--- src/rtl/snake_move_scheduler.sv ---
// snake_move_scheduler
// Debounces the four direction keys, latches the difficulty switches and turns
// the game status code into a periodic one-cycle move_tick plus a committed
// direction dir, with no-reversal filtering and a one-deep pending direction.
//
// Optional feature: define SNAKE_SPEEDUP_EN to shorten the move interval by
// SPEEDUP_STEP cycles per ten points (score tens digit, bcd_data[7:4]),
// floored at PERIOD_MIN. Without it bcd_data is ignored.
//
// game_status | meaning
// ------------+-------------------------------------------------------------
// 01 RESTART  | dir forced right, level loaded from switches, no ticks
// 00 START    | press loads dir directly (no reversal check), no ticks
// 10 PLAY     | interval counter runs, ticks commit the pending direction
// 11 DIE      | everything frozen, only key_any still reports presses

module snake_move_scheduler #(
    parameter int DEB_CYCLES   = 250_000,
    parameter int PERIOD_EASY  = 12_500_000,
    parameter int PERIOD_MID   = 6_250_000,
    parameter int PERIOD_HARD  = 3_125_000,
    parameter int SPEEDUP_STEP = 250_000,
    parameter int PERIOD_MIN   = 1_250_000
) (
    input  logic        clk,
    input  logic        rst_n,
    input  logic        key0_right,
    input  logic        key1_left,
    input  logic        key2_down,
    input  logic        key3_up,
    input  logic        sw0,
    input  logic        sw1,
    input  logic        sw2,
    input  logic [1:0]  game_status,
    input  logic [11:0] bcd_data,
    output logic        move_tick,
    output logic [1:0]  dir,
    output logic [1:0]  level,
    output logic        key_any
);

    typedef enum logic [1:0] {
        ST_START   = 2'b00,
        ST_RESTART = 2'b01,
        ST_PLAY    = 2'b10,
        ST_DIE     = 2'b11
    } status_t;

    localparam int DEB_W = (DEB_CYCLES > 1) ? $clog2(DEB_CYCLES) : 1;
    localparam logic [DEB_W-1:0] DEB_LAST = DEB_W'(DEB_CYCLES - 1);

    localparam logic [1:0] DIR_UP    = 2'b00;
    localparam logic [1:0] DIR_DOWN  = 2'b01;
    localparam logic [1:0] DIR_LEFT  = 2'b10;
    localparam logic [1:0] DIR_RIGHT = 2'b11;

    status_t          status;
    logic [3:0]       key_raw;
    logic [3:0]       sync1;
    logic [3:0]       sync2;
    logic [3:0]       deb_lvl;
    logic [3:0]       deb_prev;
    logic [DEB_W-1:0] deb_cnt [4];
    logic [3:0]       press;
    logic             press_any;
    logic [1:0]       press_dir;
    logic [31:0]      base_period;
    logic [31:0]      period;
    logic [31:0]      tick_cnt;
    logic             pend_vld;
    logic [1:0]       pend_dir;

    assign status  = status_t'(game_status);
    // Bit index doubles as priority: 3 = up wins over everything.
    assign key_raw = {key3_up, key2_down, key1_left, key0_right};

    function automatic logic [1:0] opposite(input logic [1:0] d);
        // up/down and left/right differ only in bit 0
        return {d[1], ~d[0]};
    endfunction

    // Two-flop synchronizer for the asynchronous key pins (idle level is 1).
    always_ff @(posedge clk or negedge rst_n) begin
        if (!rst_n) begin
            sync1 <= '1;
            sync2 <= '1;
        end else begin
            sync1 <= key_raw;
            sync2 <= sync1;
        end
    end

    // Debounce: count while the synchronized level disagrees with the accepted
    // level, restart on any agreement, accept after DEB_CYCLES disagreeing cycles.
    always_ff @(posedge clk or negedge rst_n) begin
        if (!rst_n) begin
            deb_lvl  <= '1;
            deb_prev <= '1;
            for (int i = 0; i < 4; i++) begin
                deb_cnt[i] <= '0;
            end
        end else begin
            deb_prev <= deb_lvl;
            for (int i = 0; i < 4; i++) begin
                if (sync2[i] == deb_lvl[i]) begin
                    deb_cnt[i] <= '0;
                end else if (deb_cnt[i] == DEB_LAST) begin
                    deb_lvl[i] <= sync2[i];
                    deb_cnt[i] <= '0;
                end else begin
                    deb_cnt[i] <= deb_cnt[i] + 1'b1;
                end
            end
        end
    end

    // Press events are debounced falling edges; pick one direction by priority.
    always_comb begin
        press     = deb_prev & ~deb_lvl;
        press_any = |press;
        press_dir = DIR_RIGHT;
        if (press[3]) begin
            press_dir = DIR_UP;
        end else if (press[2]) begin
            press_dir = DIR_DOWN;
        end else if (press[1]) begin
            press_dir = DIR_LEFT;
        end
    end

    // Difficulty latch: follows the switches only while restarting.
    always_ff @(posedge clk or negedge rst_n) begin
        if (!rst_n) begin
            level <= 2'b01;
        end else if (status == ST_RESTART) begin
            if (!sw2) begin
                level <= 2'b11;
            end else if (!sw1) begin
                level <= 2'b10;
            end else if (!sw0) begin
                level <= 2'b01;
            end
        end
    end

    // Base move interval selected by the latched level.
    always_comb begin
        base_period = 32'(PERIOD_EASY);
        case (level)
            2'b10:   base_period = 32'(PERIOD_MID);
            2'b11:   base_period = 32'(PERIOD_HARD);
            default: base_period = 32'(PERIOD_EASY);
        endcase
    end

`ifdef SNAKE_SPEEDUP_EN
    logic [31:0] reduction;
    logic        unused_bcd;

    assign unused_bcd = ^{bcd_data[11:8], bcd_data[3:0]};

    // Score-dependent interval, clamped so it never drops below the floor.
    always_comb begin
        reduction = 32'(bcd_data[7:4]) * 32'(SPEEDUP_STEP);
        if (reduction + 32'(PERIOD_MIN) > base_period) begin
            period = 32'(PERIOD_MIN);
        end else begin
            period = base_period - reduction;
        end
    end
`else
    localparam int unused_speedup_params = SPEEDUP_STEP + PERIOD_MIN;
    logic unused_bcd;

    assign unused_bcd = ^bcd_data;
    assign period     = base_period;
`endif

    // Interval counter, tick strobe, direction commit and pending buffer.
    // The commit keys off the registered tick, so the datapath moves with the
    // old dir on a tick and sees the new one from the following tick on.
    always_ff @(posedge clk or negedge rst_n) begin
        if (!rst_n) begin
            tick_cnt  <= '0;
            move_tick <= 1'b0;
            dir       <= DIR_RIGHT;
            pend_vld  <= 1'b0;
            pend_dir  <= DIR_UP;
            key_any   <= 1'b0;
        end else begin
            key_any   <= press_any;
            move_tick <= 1'b0;
            case (status)
                ST_RESTART: begin
                    dir      <= DIR_RIGHT;
                    pend_vld <= 1'b0;
                    tick_cnt <= '0;
                end
                ST_START: begin
                    pend_vld <= 1'b0;
                    tick_cnt <= '0;
                    if (press_any) begin
                        dir <= press_dir;
                    end
                end
                ST_PLAY: begin
                    // >= keeps the counter bounded if the period shrinks mid-interval
                    if (tick_cnt >= period - 32'd1) begin
                        move_tick <= 1'b1;
                        tick_cnt  <= '0;
                    end else begin
                        tick_cnt <= tick_cnt + 32'd1;
                    end
                    if (move_tick) begin
                        if (pend_vld && (pend_dir != opposite(dir))) begin
                            dir <= pend_dir;
                        end
                        pend_vld <= 1'b0;
                    end
                    // a press on the tick cycle survives the clear for the next tick
                    if (press_any) begin
                        pend_vld <= 1'b1;
                        pend_dir <= press_dir;
                    end
                end
                default: begin
                    tick_cnt <= '0;
                end
            endcase
        end
    end

endmodule

--- config.mk ---
export PLATFORM = sky130hd
export DESIGN_NAME = snake_move_scheduler
export DESIGN_NICKNAME = d
export VERILOG_FILES = /design/src/rtl/snake_move_scheduler.sv
export SDC_FILE = /design/constraint.sdc
export NUM_CORES = 1
export LEC_CHECK = 0
export BUFFER_PORTS_ARGS = -buffer_cell sky130_fd_sc_hd__buf_2
export CORE_MARGIN = 5
export CORE_UTILIZATION = 50
export CTS_CLUSTER_DIAMETER = 200
export CTS_CLUSTER_SIZE = 14
export DETAILED_ROUTE_END_ITERATION = 8
export PLACE_DENSITY = 0.73
export REMOVE_ABC_BUFFERS = 1
export SLEW_MARGIN = 20
export SYNTH_ARGS = -nofsm -noshare
export SYNTH_HDL_FRONTEND = slang
export SYNTH_SLANG_ARGS = --single-unit
--- constraint.sdc ---
create_clock -name clk -period 4 [get_ports clk]
set_input_delay 0.8 -clock clk [delete_from_list [all_inputs] [get_ports clk]]
set_output_delay 0.8 -clock clk [all_outputs]
set_load 0.1 [all_outputs]
Word level (Yosys, flattened, before mapping):

Cells that the tools add are included.

* div/mod/pow operators: 0
* muxes and demuxes: 26
* eq/ne operators: 18
* order comparisons: 1
* multiply operators: 0
* reduce and logical (&&, ||, !) cells: 14
* shifts and indexed selects: 0
* bitwise logic cells: 7
* add/sub/neg operators: 6

Operators by type and width (number)
* two-way mux 18 bit: 8
* adder 18 x 1 -> 18 bit, second input constant: 4
* == test 18 bit, second input constant: 4
* two-way mux 32 bit: 2
* case mux 24 bit (2 select lines): 1
* adder 32 x 1 -> 32 bit, second input constant: 1
* greater-or-equal comparator 32 bit: 1
* subtractor 32 x 1 -> 32 bit, second input constant: 1
* two-way mux 2 bit: 8
* AND reduction 2 bit: 7
* == test 2 bit, second input constant: 3
* inequality test 2 bit, second input constant: 3
* inequality test 3 bit, second input constant: 2
* case mux 2 bit (3 select lines): 1
* two-way mux 1 bit: 5
* NOT 1 bit: 5
* AND 4 bit: 1
* == test 1 bit: 4
* NOT 4 bit: 1
* AND reduction 4 bit: 1
* OR reduction 4 bit: 1
* nonzero test 3 bit: 1
* == test 2 x 1 -> 1 bit, second input constant: 1
* logical NOT 2 bit: 1
* other kinds (5): 5

* memory bits (read-only): 0
* memories kept: 0
* word-level logic and storage cells: 90
* bits in registers: 129
* bits in writable memories: 0
* bits in latches: 0
* input bits: 23
* output and inout port bits: 6

Depth between registers and ports, before layout:

Gate-level depths: netlist (run 1).

* depth after elaboration: 7
* depth in mapped cells: 10
* gate-level depth less buffers: 9

Worst setup path after synthesis (run 1):

Ideal clock, no wire load.

* path kind: register to register
* from: register level[1]
* to: register tick_cnt[10]
* cell stages (with the launch flop): 11
* arrival: 3.298 ns
* slack: 0.619 ns
* required time: 3.917 ns
* period minus slack after synthesis: 3.381 ns
* library setup time: 0.083 ns
* path buffers: 1
* path through: dfrtp_1 > nand2b_1 > ha_1 > xor2_1 > ha_1 > a2111oi_2 > o21ai_1 > a2111oi_2 > o211ai_2 > buf_6 > nor3_2

* cells in the longest elaborated chain, start to end: 6
* elaborated cells between the ends (all ways): 7
* classes of those cells: 1 x add/sub; 1 x order compare; 2 x eq/ne; 3 x mux

Ends and longest elaborated chain
* from (decl): line 38 `output logic [1:0] level,`
* from (signal assigned): line 134 `level <= 2'b01;`
* from (signal assigned): line 137 `level <= 2'b11;`
* from (signal assigned): line 139 `level <= 2'b10;`
* == test 2 bit: line 149 `case (level)`
* case mux 24 bit (2 select lines) (*): line 149
* subtractor 32 x 1 -> 32 bit (*): line 208 `if (tick_cnt >= period - 32'd1) begin`
* greater-or-equal comparator 32 bit (*): line 208
* two-way mux 32 bit (*): line 208
* two-way mux 32 bit (*): line 193 `case (status)`
* to (signal assigned): line 212 `tick_cnt <= tick_cnt + 32'd1;`
* to (decl): line 69 `logic [31:0] tick_cnt;`

Every way passes the cells marked *; elsewhere a longest branch is shown, timed or not.
A chain may end at the register's enable or synchronous reset.

Worst setup path after layout (run 1):

* from: register level[1]
* to: register move_tick

* cells in the longest elaborated chain, start to end: 6
* elaborated cells between the ends (all ways): 7
* classes of those cells: 1 x add/sub; 1 x order compare; 2 x eq/ne; 3 x mux

Ends and longest elaborated chain
* == test 2 bit: line 149
* case mux 24 bit (2 select lines) (*): line 149
* subtractor 32 x 1 -> 32 bit (*): line 208
* greater-or-equal comparator 32 bit (*): line 208
* two-way mux 1 bit (*): line 208
* two-way mux 1 bit (*): line 193
* to (signal assigned): line 185 `move_tick <= 1'b0;`
* to (signal assigned): line 192 `move_tick <= 1'b0;`
* to (signal assigned): line 209 `move_tick <= 1'b1;`
* to (decl): line 36 `output logic move_tick,`

Marks and branches as above.

==> results of run 1 <==
## per-layer routing
| layer | up-vias | part of all wire, % |
|---|---|---|
| li1 | 2068 | - |
| met1 | 2042 | 48 |
| met2 | 53 | 47 |
| met3 | 21 | 3.3 |
| met4 | 0 | 1.8 |
| met5 | - | 0 |
## path summary, 6_finish.rpt
path	to	slack (ns)	startpoint
setup / recovery	move_tick	0.80	level[1]
setup reg to reg	move_tick	0.80	level[1]
min in group asynchronous	deb_cnt[35]	0.50	rst_n
hold / removal	sync2[3]	0.36	sync1[3]
hold reg to reg	sync2[3]	0.36	sync1[3]
max in group asynchronous	sync1[0]	2.63	rst_n
## cells in the final DEF, fill, tap and decap left out, types with 2 or more instances in the layout
cell / netlist / final
a2111oi_2: 2 / 2
a21boi_0: 2 / 2
a21oi_1: 5 / 5
a31oi_1: 2 / 2
and3_1: 8 / 8
and4_1: 10 / 10
buf_2: 6 / 15
buf_4: 0 / 3
bufinv_16: 0 / 2
clkbuf_1: 5 / 4
clkbuf_16: 0 / 17
clkbuf_8: 0 / 4
clkinv_2: 0 / 3
conb_1: 1 / 7
dfrtp_1: 110 / 110
dfstp_2: 19 / 19
ha_1: 20 / 20
inv_1: 16 / 16
mux2_2: 7 / 7
nand2_1: 46 / 46
nand2b_1: 4 / 4
nand3_1: 37 / 37
nand3b_1: 4 / 4
nand4_1: 20 / 20
nor2_1: 97 / 97
nor2b_1: 6 / 6
nor3_1: 21 / 21
nor3_2: 20 / 20
nor4_1: 7 / 7
nor4b_1: 3 / 3
o21ai_0: 3 / 3
or2_2: 3 / 3
xnor2_1: 38 / 38
xor2_1: 56 / 56
## power breakdown
group          internal [mW]  switching, mW  total [mW]  leakage, nW
Combinational         0.0470          0.132       0.179         1.01
Sequential              1.34         0.0195        1.36         1.70
Clock                  0.976          0.526        1.50        0.283
Total                   2.36          0.677        3.04         3.00
## flip-flops by register name (all words and copies together) (netlist names), 2 cells and up
signal and flops:
sync2 4, pend_dir 2, tick_cnt 32, deb_prev 4, sync1 4, deb_cnt 72, deb_lvl 4, level 2
dir 2
## worst reg2reg max path, stage by stage, from the launching register on
cell	delay [ns]
dfrtp_1	0.50
nand2b_1	0.19
ha_1	0.24
xor2_1	0.14
ha_1	0.31
a2111oi_2	0.36
o21ai_1	0.14
a2111oi_2	0.38
o211ai_2	0.32
buf_4	0.33
nor2b_1	0.16
## cell type report
class	count	area, µm²
multi-input cells	440	2850
fillers	1031	5040
clock inverters	6	82.6
well taps	168	210
inverters	16	60.1
clock buffers	25	495
flip-flops and latches	129	3250
repair buffers	19	118
## metrics by stage
stage               utilization (%)  instances  instance area [µm²]  total power [mW]  worst slack, ns
detailed placement             53.6        772                 6490              1.56            0.784
finish                         58.4        803                 7070              3.04            0.799
floorplan                         -        585                 6160              1.49            0.261
global placement               53.6        772                 6490              1.55            0.836
global route                   58.4        803                 7070              3.17            0.542
CTS                            58.4        803                 7070              3.08            0.773
## logic make-up after synthesis
family | Yosys count | synth area share (%)
AOI/OAI and AO/OA | 23 | 2.78
xor gates and xnor gates | 94 | 13.3
adders and majority gates | 20 | 4.03
buffers and inverters | 29 | 2.12
DFF | 129 | 52.4
muxes | 7 | 1.27
other | 1 | 0.0604
and+or+nand+nor | 289 | 24.1
## Yosys cell counts, drive strengths merged, types with 2 or more instances
library cell | count | area [µm²]
buf | 8 | 52.6
nor2b | 6 | 37.5
and4 | 10 | 87.6
nor3 | 41 | 305
clkbuf | 5 | 18.8
nand3b | 4 | 30.0
o21ai | 4 | 20.0
mux2 | 7 | 78.8
dfrtp | 110 | 2750
nand2 | 46 | 173
dfstp | 19 | 499
xor2 | 56 | 490
inv | 16 | 60.1
xnor2 | 38 | 333
o211ai | 2 | 20.0
ha | 20 | 250
or2 | 3 | 18.8
a21oi | 5 | 25.0
nor4b | 3 | 26.3
and3 | 8 | 50.1
nand3 | 37 | 185
a21boi | 2 | 15.0
nor2 | 97 | 364
a31oi | 2 | 12.5
nand4 | 20 | 125
nand2b | 4 | 25.0
nor4 | 8 | 56.3
a2111oi | 2 | 30.0
==> results.md, run 1 <==
- Post_cts resized: 0
- Starting Density: 51.3%
- RePlAce Congestion: 0.837
- Max Cap Viol: 0
- CTS Hold Bufs: 0
- Slew Viols, Final: 0
- Grt met3 use: 4.99%
- Final Setup Violations: 0
- Met2 GRT Util: 25.4%
- Status: completed
- Antenna fix cells: 0
- Worst rel slew slack: 31.6%
- Number of remaining DRC errors: 0
- CTS Buffer Depth: 2
- Num CTS Buffers: 17
- CTS tree: built
- Clock skew: 0.00664 ns
- CP Capture Type: flip-flop
- CP Depth: 10
- FMAX: 312 MHz
- Mapped Cells: 592
- HPWL after DPL: 7080 µm
- Die height: 121 µm
- Crit Path Max Fanout: 16
- CP top delay family: compound AO/OA/AOI/OAI gates
- Htree depth: 4
- Leakage: 3.00 nW
- 1st-pass router iterations: 5
- Hold Crit Depth: 0
- Synthesis-stage register bit count: 129
- Predominant post-synthesis flop cell: dfrtp_1
- # rows: 40
- Crit path buffers/inverters: 1
- Synth async-reset ratio: 100%
- Max VDD drop: 0.300 mV
- Drt wl/cell: 13.5 µm
- Total number of vias: 4184
- Cell Pwr Density: 430 mW/mm²
- Largest net degree at the start of global routing: 66
- R2R depth: 10
- Delay of the slowest critical-path stage: 0.50 ns
- CP Class: flip-flop to flip-flop
- Initial antenna violation count: 0
- Net count, final: 666
- Slowest-stage cell, CP: dfrtp_1
- Fin crit share: 80.0%
- Post-route ant nets: 0
- # port buffers: 16
- Seq/Total Area, Yosys: 52.4%
- Drt total wl: 10800 µm
- Clock-pin transition on the worst setup and hold timing paths: 0.05 ns
- Syn. warnings: 0
- HP Class: flip-flop to flip-flop
- Worst Setup Start Kind: flip-flop
- Vias per std cell: 5.21
- Synth unique cells: 42
- Initial DRC Count: 275
- Area Growth Syn to Fin: 13.8%
- Clk root buf: clkbuf_16
- Worst-skew pair later-pin latency: 0.41 ns
- Grt met1 use: 20.8%
- Netlist Area Pre-Place: 0.00621 mm²
- Vias in the first global route: 4201
- Number of synthesized flops with an enable pin: 0
- Setup TNS: 0 ns
- Post-CTS Setup Bufs: 0
- First-pass GRT wire length: 19000 µm
- Worst path cell trace: nand2b_1 -> ha_1 -> xor2_1 -> ha_1 -> a2111oi_2 -> o21ai_1 -> a2111oi_2 -> o211ai_2 -> buf_4 -> nor2b_1
- RSZ-0062 raised after global routing: no
- DIE AREA: 0.0148 mm²
- Io pins: 29
- Core Region: 0.0121 mm²
- Mean Syn Cell Area: 10.5 µm²
- Crit path arrival time: 3.48 ns
- Chip width: 121 µm
- Share of post-route cells with drive strength above 1: 15.7%
- Global routing's busiest layer: met2
- Fin. Hold Viols: 0
- Total congestion overflow: 0
- CTS sink count: 129
- Overall routing resource usage: 16.2%
- Worst EP required: 4.28 ns
- Final worst path period need: 3.20 ns
- Slew at the pin closest to its max-slew limit: 1.02 ns
- Hold_ws: 0.355 ns
No activity file was read; power rests on OpenSTA's default activity.
==> inputs of run 2 (changes only) <==
- PLACE_DENSITY: 0.73 -> 0.76
- clock period: 4 -> 2.94 ns (I/O delays scaled with it)
==> results.md, run 2 (same netlist as run 1, synthesis figures left out) <==
- Status: completed
- Starting Density: 51.3%
- Max VDD drop: 0.333 mV
- CP top delay family: compound AO/OA/AOI/OAI gates
- Clock skew: 0.00789 ns
- Area Growth Syn to Fin: 17.8%
- Largest register FFs: 72
- Leakage: 3.19 nW
- CTS sink count: 129
- Worst EP required: 3.26 ns
- Antenna fix cells: 0
- Slowest-stage cell, CP: dfstp_2
- Worst-skew pair later-pin latency: 0.42 ns
- Reg-to-reg endpoint: tick_cnt[17]
- Clk root buf: clkbuf_16
- Cell Pwr Density: 594 mW/mm²
- Most flops, register: deb_cnt
- Worst R2R Start: level[0]
- CP Class: flip-flop to flip-flop
- Drt total wl: 12000 µm
- DP Worst Slack: 0.130 ns
- Crit path arrival time: 3.14 ns
- Most frequent cells in the layout: 110 x dfrtp_1, 97 x nor2_1, 56 x xor2_1
- Max Cap Viol: 0
- First-pass GRT wire length: 20500 µm
- Die height: 121 µm
- Reg-to-reg slack, setup: 0.12 ns
- FMAX: 354 MHz
- Total congestion overflow: 0
- Initial antenna violation count: 0
- Post-route ant nets: 0
- Sequential cell area: 0.00325 mm²
- HP Class: primary input to asynchronous set/reset pin
- Clock-pin transition on the worst setup and hold timing paths: 0.06 ns
- Crit Path Max Fanout: 6
- DIE AREA: 0.0148 mm²
- Total number of vias: 4351
- CTS tree: built
- Net count, final: 676
- Largest net degree at the start of global routing: 72
- Crit path buffers/inverters: 1
- # rows: 40
- 1st-pass router iterations: 4
- Overall routing resource usage: 17.4%
- RSZ-0062 raised after global routing: yes
- # port buffers: 16
- Fin crit share: 96.0%
- Final Power: 4.35 mW
- Final Worst Setup Slack: 0.117 ns
- Layout fillers: 971
- Vias per std cell: 5.35
- CTS Hold Bufs: 0
- Num CTS Buffers: 17
- Share of post-route cells with drive strength above 1: 18.9%
- Chip width: 121 µm
- Most used cell, CP: a2111oi_2
- HPWL after DPL: 7870 µm
- Slew at the pin closest to its max-slew limit: 0.891 ns
- Initial DRC Count: 226
- Drt wl/cell: 14.8 µm
- CP Capture Type: flip-flop
- Fin area: 0.00732 mm²
- Worst rel slew slack: 40.5%
- Number of remaining DRC errors: 0
- Vias in the first global route: 4480
- Core Region: 0.0121 mm²
- CTS Buffer Depth: 2
- Worst Setup Start Kind: flip-flop
- Slew Viols, Final: 0
- Worst path cell trace: nand2_4 -> ha_4 -> xor2_1 -> ha_1 -> a2111oi_2 -> o21ai_1 -> a2111oi_2 -> o211ai_2 -> buf_6 -> nor3_4
- RePlAce Congestion: 0.846
- Fin. Hold Viols: 0
- Final worst path period need: 2.82 ns
- R2R depth: 10
- Final Setup Violations: 0
- Delay of the slowest critical-path stage: 0.57 ns
- Io pins: 29
- Commonest non-fill, non-tap cell in the layout: dfrtp_1
- DP Area: 0.00653 mm²
- Htree depth: 4
- Biggest registers after layout: deb_cnt: 72 flops, tick_cnt: 32 flops
- Multi-input gate area: 0.00296 mm²
## run 2: cell count changes in the layout (fill, tap and decap cells not counted), sizes merged
cell	change
buf	+10
bufinv	+2
clkbuf	-6
clkinv	+4
inv	+1
## run 2: cell type report
class / instances / share of cell area [%]
Timing Repair Buffer: 29 / 2.84
Clock inverter: 13 / 2.55
Multi-Input combinational cell: 440 / 40.4
Sequential cell: 129 / 44.4
Tap cell: 168 / 2.87
Inverter: 16 / 0.821
Clock buffer: 19 / 6.05
## run 2: power breakdown
part / switching (mW) / internal [mW] / leakage (nW) / total (mW)
combinational: 0.197 / 0.0896 / 1.18 / 0.286
clock: 0.775 / 1.44 / 0.307 / 2.22
sequential: 0.0278 / 1.82 / 1.70 / 1.85
## run 2: through the flow
| step | hold WS [ns] | util [%] | TNS, ns | cells |
|---|---|---|---|---|
| finish | 0.100 | 60.4 | 0 | 814 |
| global route | 0.115 | 60.4 | -0.962 | 814 |
| CTS | 0.0959 | 59.1 | 0 | 809 |
| detailed placement | 0.350 | 53.9 | 0 | 777 |
| global placement | 0.347 | 53.9 | 0 | 777 |
| floorplan | 0.292 | - | -18.77 | 585 |
## run 2: worst max path at each step
| stage | from | cells past startpoint | slack, ns | endpoint |
|---|---|---|---|---|
| 2_1_floorplan | level[1] | 9 | -0.80 | move_tick |
| 3_3_place_gp | level[0] | 10 | 0.21 | tick_cnt[6] |
| 3_5_place_dp | level[0] | 10 | 0.13 | tick_cnt[3] |
| 4_1_cts | level[0] | 10 | 0.12 | tick_cnt[3] |
| 5_1_grt | level[0] | 10 | -0.08 | tick_cnt[17] |
| 6_report | level[0] | 10 | 0.12 | tick_cnt[17] |
## run 2: layer usage
layer	wire [µm]	vias to the layer above	global-route usage, %	share of wire, %
met3	415	23	4.85	3.4
met4	250	0	7.63	2.1
li1	-	2101	-	-
met2	6100	92	28.5	51
met5	0	-	0	0
met1	5280	2135	21.4	44
## run 2: what timing repair did
| item | in CTS | in global routing |
|---|---|---|
| buffers inserted | 0 | 3 |
| gates resized for setup | 0 | 27 |
| setup endpoints to repair | 0 | 25 |
==> inputs of run 3 (changes only) <==
- CTS_BUF_LIST: not set -> sky130_fd_sc_hd__clkbuf_16
- REMOVE_ABC_BUFFERS: 1 -> not set
==> results.md, run 3 (same netlist as run 1, synthesis figures left out) <==
- Cell Pwr Density: 586 mW/mm²
- HPWL after DPL: 7660 µm
- Final Setup Violations: 0
- Die height: 121 µm
- Fin crit share: 97.2%
- Number of remaining DRC errors: 0
- CP Capture Type: flip-flop
- CTS tree: built
- Initial antenna violation count: 0
- Clock skew: 0.00980 ns
- Leakage: 3.05 nW
- Final worst path period need: 2.86 ns
- Overall routing resource usage: 17.0%
- DP Worst Slack: -0.0404 ns
- Starting Density: 51.3%
- Slew Viols, Final: 0
- CTS sink count: 129
- FMAX: 350 MHz
- Crit path arrival time: 3.14 ns
- RePlAce Congestion: 0.818
- Reg-to-reg slack, setup: 0.08 ns
- Initial DRC Count: 144
- Final Power: 4.21 mW
- Total number of vias: 4251
- CP Class: flip-flop to flip-flop
- Post-route ant nets: 0
- Most flops, register: deb_cnt
- Crit Path Max Fanout: 14
- Vias in the first global route: 4454
- Slowest-stage cell, CP: dfstp_4
- Delay of the slowest critical-path stage: 0.64 ns
- R2R depth: 10
- Layout fillers: 1044
- Chip width: 121 µm
- HP Class: primary input to asynchronous set/reset pin
- Worst Setup Start Kind: flip-flop
- Max Cap Viol: 0
- Worst rel slew slack: 49.7%
- Worst-skew pair later-pin latency: 0.42 ns
- Vias per std cell: 5.25
- Finished Core Util: 59.3%
- Clk root buf: clkbuf_16
- Most used cell, CP: a2111oi_2
- Final Worst Setup Slack: 0.0818 ns
- Io pins: 29
- Hold_ws: 0.120 ns
- Reg-to-reg endpoint: move_tick
- Largest register FFs: 72
- Share of post-route cells with drive strength above 1: 17.9%
- Fin. Hold Viols: 0
- 1st-pass router iterations: 4
- Commonest non-fill, non-tap cell in the layout: dfrtp_1
- First-pass GRT wire length: 20000 µm
- Antenna fix cells: 0
- Largest net degree at the start of global routing: 72
- CTS Hold Bufs: 0
- Drt wl/cell: 14.2 µm
- # port buffers: 16
- Num CTS Buffers: 17
- Fin area: 0.00719 mm²
- Drt total wl: 11500 µm
- Worst R2R Start: level[0]
- Max VDD drop: 0.445 mV
- CTS Buffer Depth: 2
- Worst path cell trace: nand2b_4 -> ha_4 -> xor2_1 -> ha_1 -> a2111oi_2 -> o21ai_1 -> a2111oi_2 -> o211ai_2 -> buf_12 -> nor2b_1
- Total congestion overflow: 0
- Most frequent cells in the layout: 109 x dfrtp_1, 97 x nor2_1, 56 x xor2_1
- Net count, final: 671
- RSZ-0062 raised after global routing: yes
- DIE AREA: 0.0148 mm²
- Biggest registers after layout: deb_cnt: 72 flops, tick_cnt: 32 flops
- Core Region: 0.0121 mm²
- # rows: 40
- DP Area: 0.00656 mm²
- Slew at the pin closest to its max-slew limit: 0.749 ns
- Htree depth: 4
- Clock-pin transition on the worst setup and hold timing paths: 0.05 ns
- Status: completed
- Worst EP required: 3.22 ns
- Area Growth Syn to Fin: 15.7%
-- run 3: worst max path at each step --
| stage | depth (start not counted) | startpoint | endpoint |
|---|---|---|---|
| final | 10 | level[0] | move_tick |
| after global routing | 10 | level[0] | tick_cnt[2] |
| after CTS | 10 | level[0] | tick_cnt[3] |
| after detailed placement | 10 | level[0] | tick_cnt[3] |
| after global placement | 10 | level[0] | tick_cnt[3] |
| after floorplan | 10 | level[0] | tick_cnt[0] |
-- run 3: routing by layer --
metal / vias to the layer above / track usage, % / part of all wire [%]
met1: 2102 / 21.3 / 46
met5: - / 0 / 0
li1: 2078 / - / -
met2: 56 / 27.5 / 50
met4: 0 / 7.49 / 1.6
met3: 15 / 4.80 / 3.1
-- run 3: area by class of cell --
| class | instances | area [µm²] | share of cell area [%] |
|---|---|---|---|
| timing repair buffer | 24 | 169 | 2.35 |
| sequential | 129 | 3260 | 45.3 |
| inverter | 16 | 60.1 | 0.836 |
| tap | 168 | 210 | 2.92 |
| multi-input combinational | 440 | 2900 | 40.3 |
| clock buffer | 17 | 425 | 5.92 |
| clock inverter | 15 | 166 | 2.32 |
-- run 3: worst max-delay path: cells and delay by family (launching register included) --
family / cells / cell delay (ns)
DFF: 1 / 0.64
xor gates and xnor gates: 1 / 0.16
and+or+nand+nor: 2 / 0.28
adders and majority gates: 2 / 0.41
AOI/OAI and AO/OA: 4 / 1.03
buffers and inverters: 1 / 0.20
-- run 3: per-stage QoR --
step / TNS [ns] / cells
after global placement: 0 / 775
after global routing: -0.0700 / 809
after CTS: 0 / 807
after detailed placement: -0.0653 / 775
after floorplan: 0 / 598
final: 0 / 809
-- run 3: where the power goes --
part	leakage [nW]	switching, mW	internal (mW)
clock network	0.290	0.766	1.33
registers	1.70	0.0308	1.82
logic	1.05	0.187	0.0781
-- run 3: repair_timing --
item	4_1_cts	5_1_grt
gates resized for setup	0	5
pin swaps	1	0
cloned	0	1
setup buffers	0	1
endpoints found under the setup margin	4	4
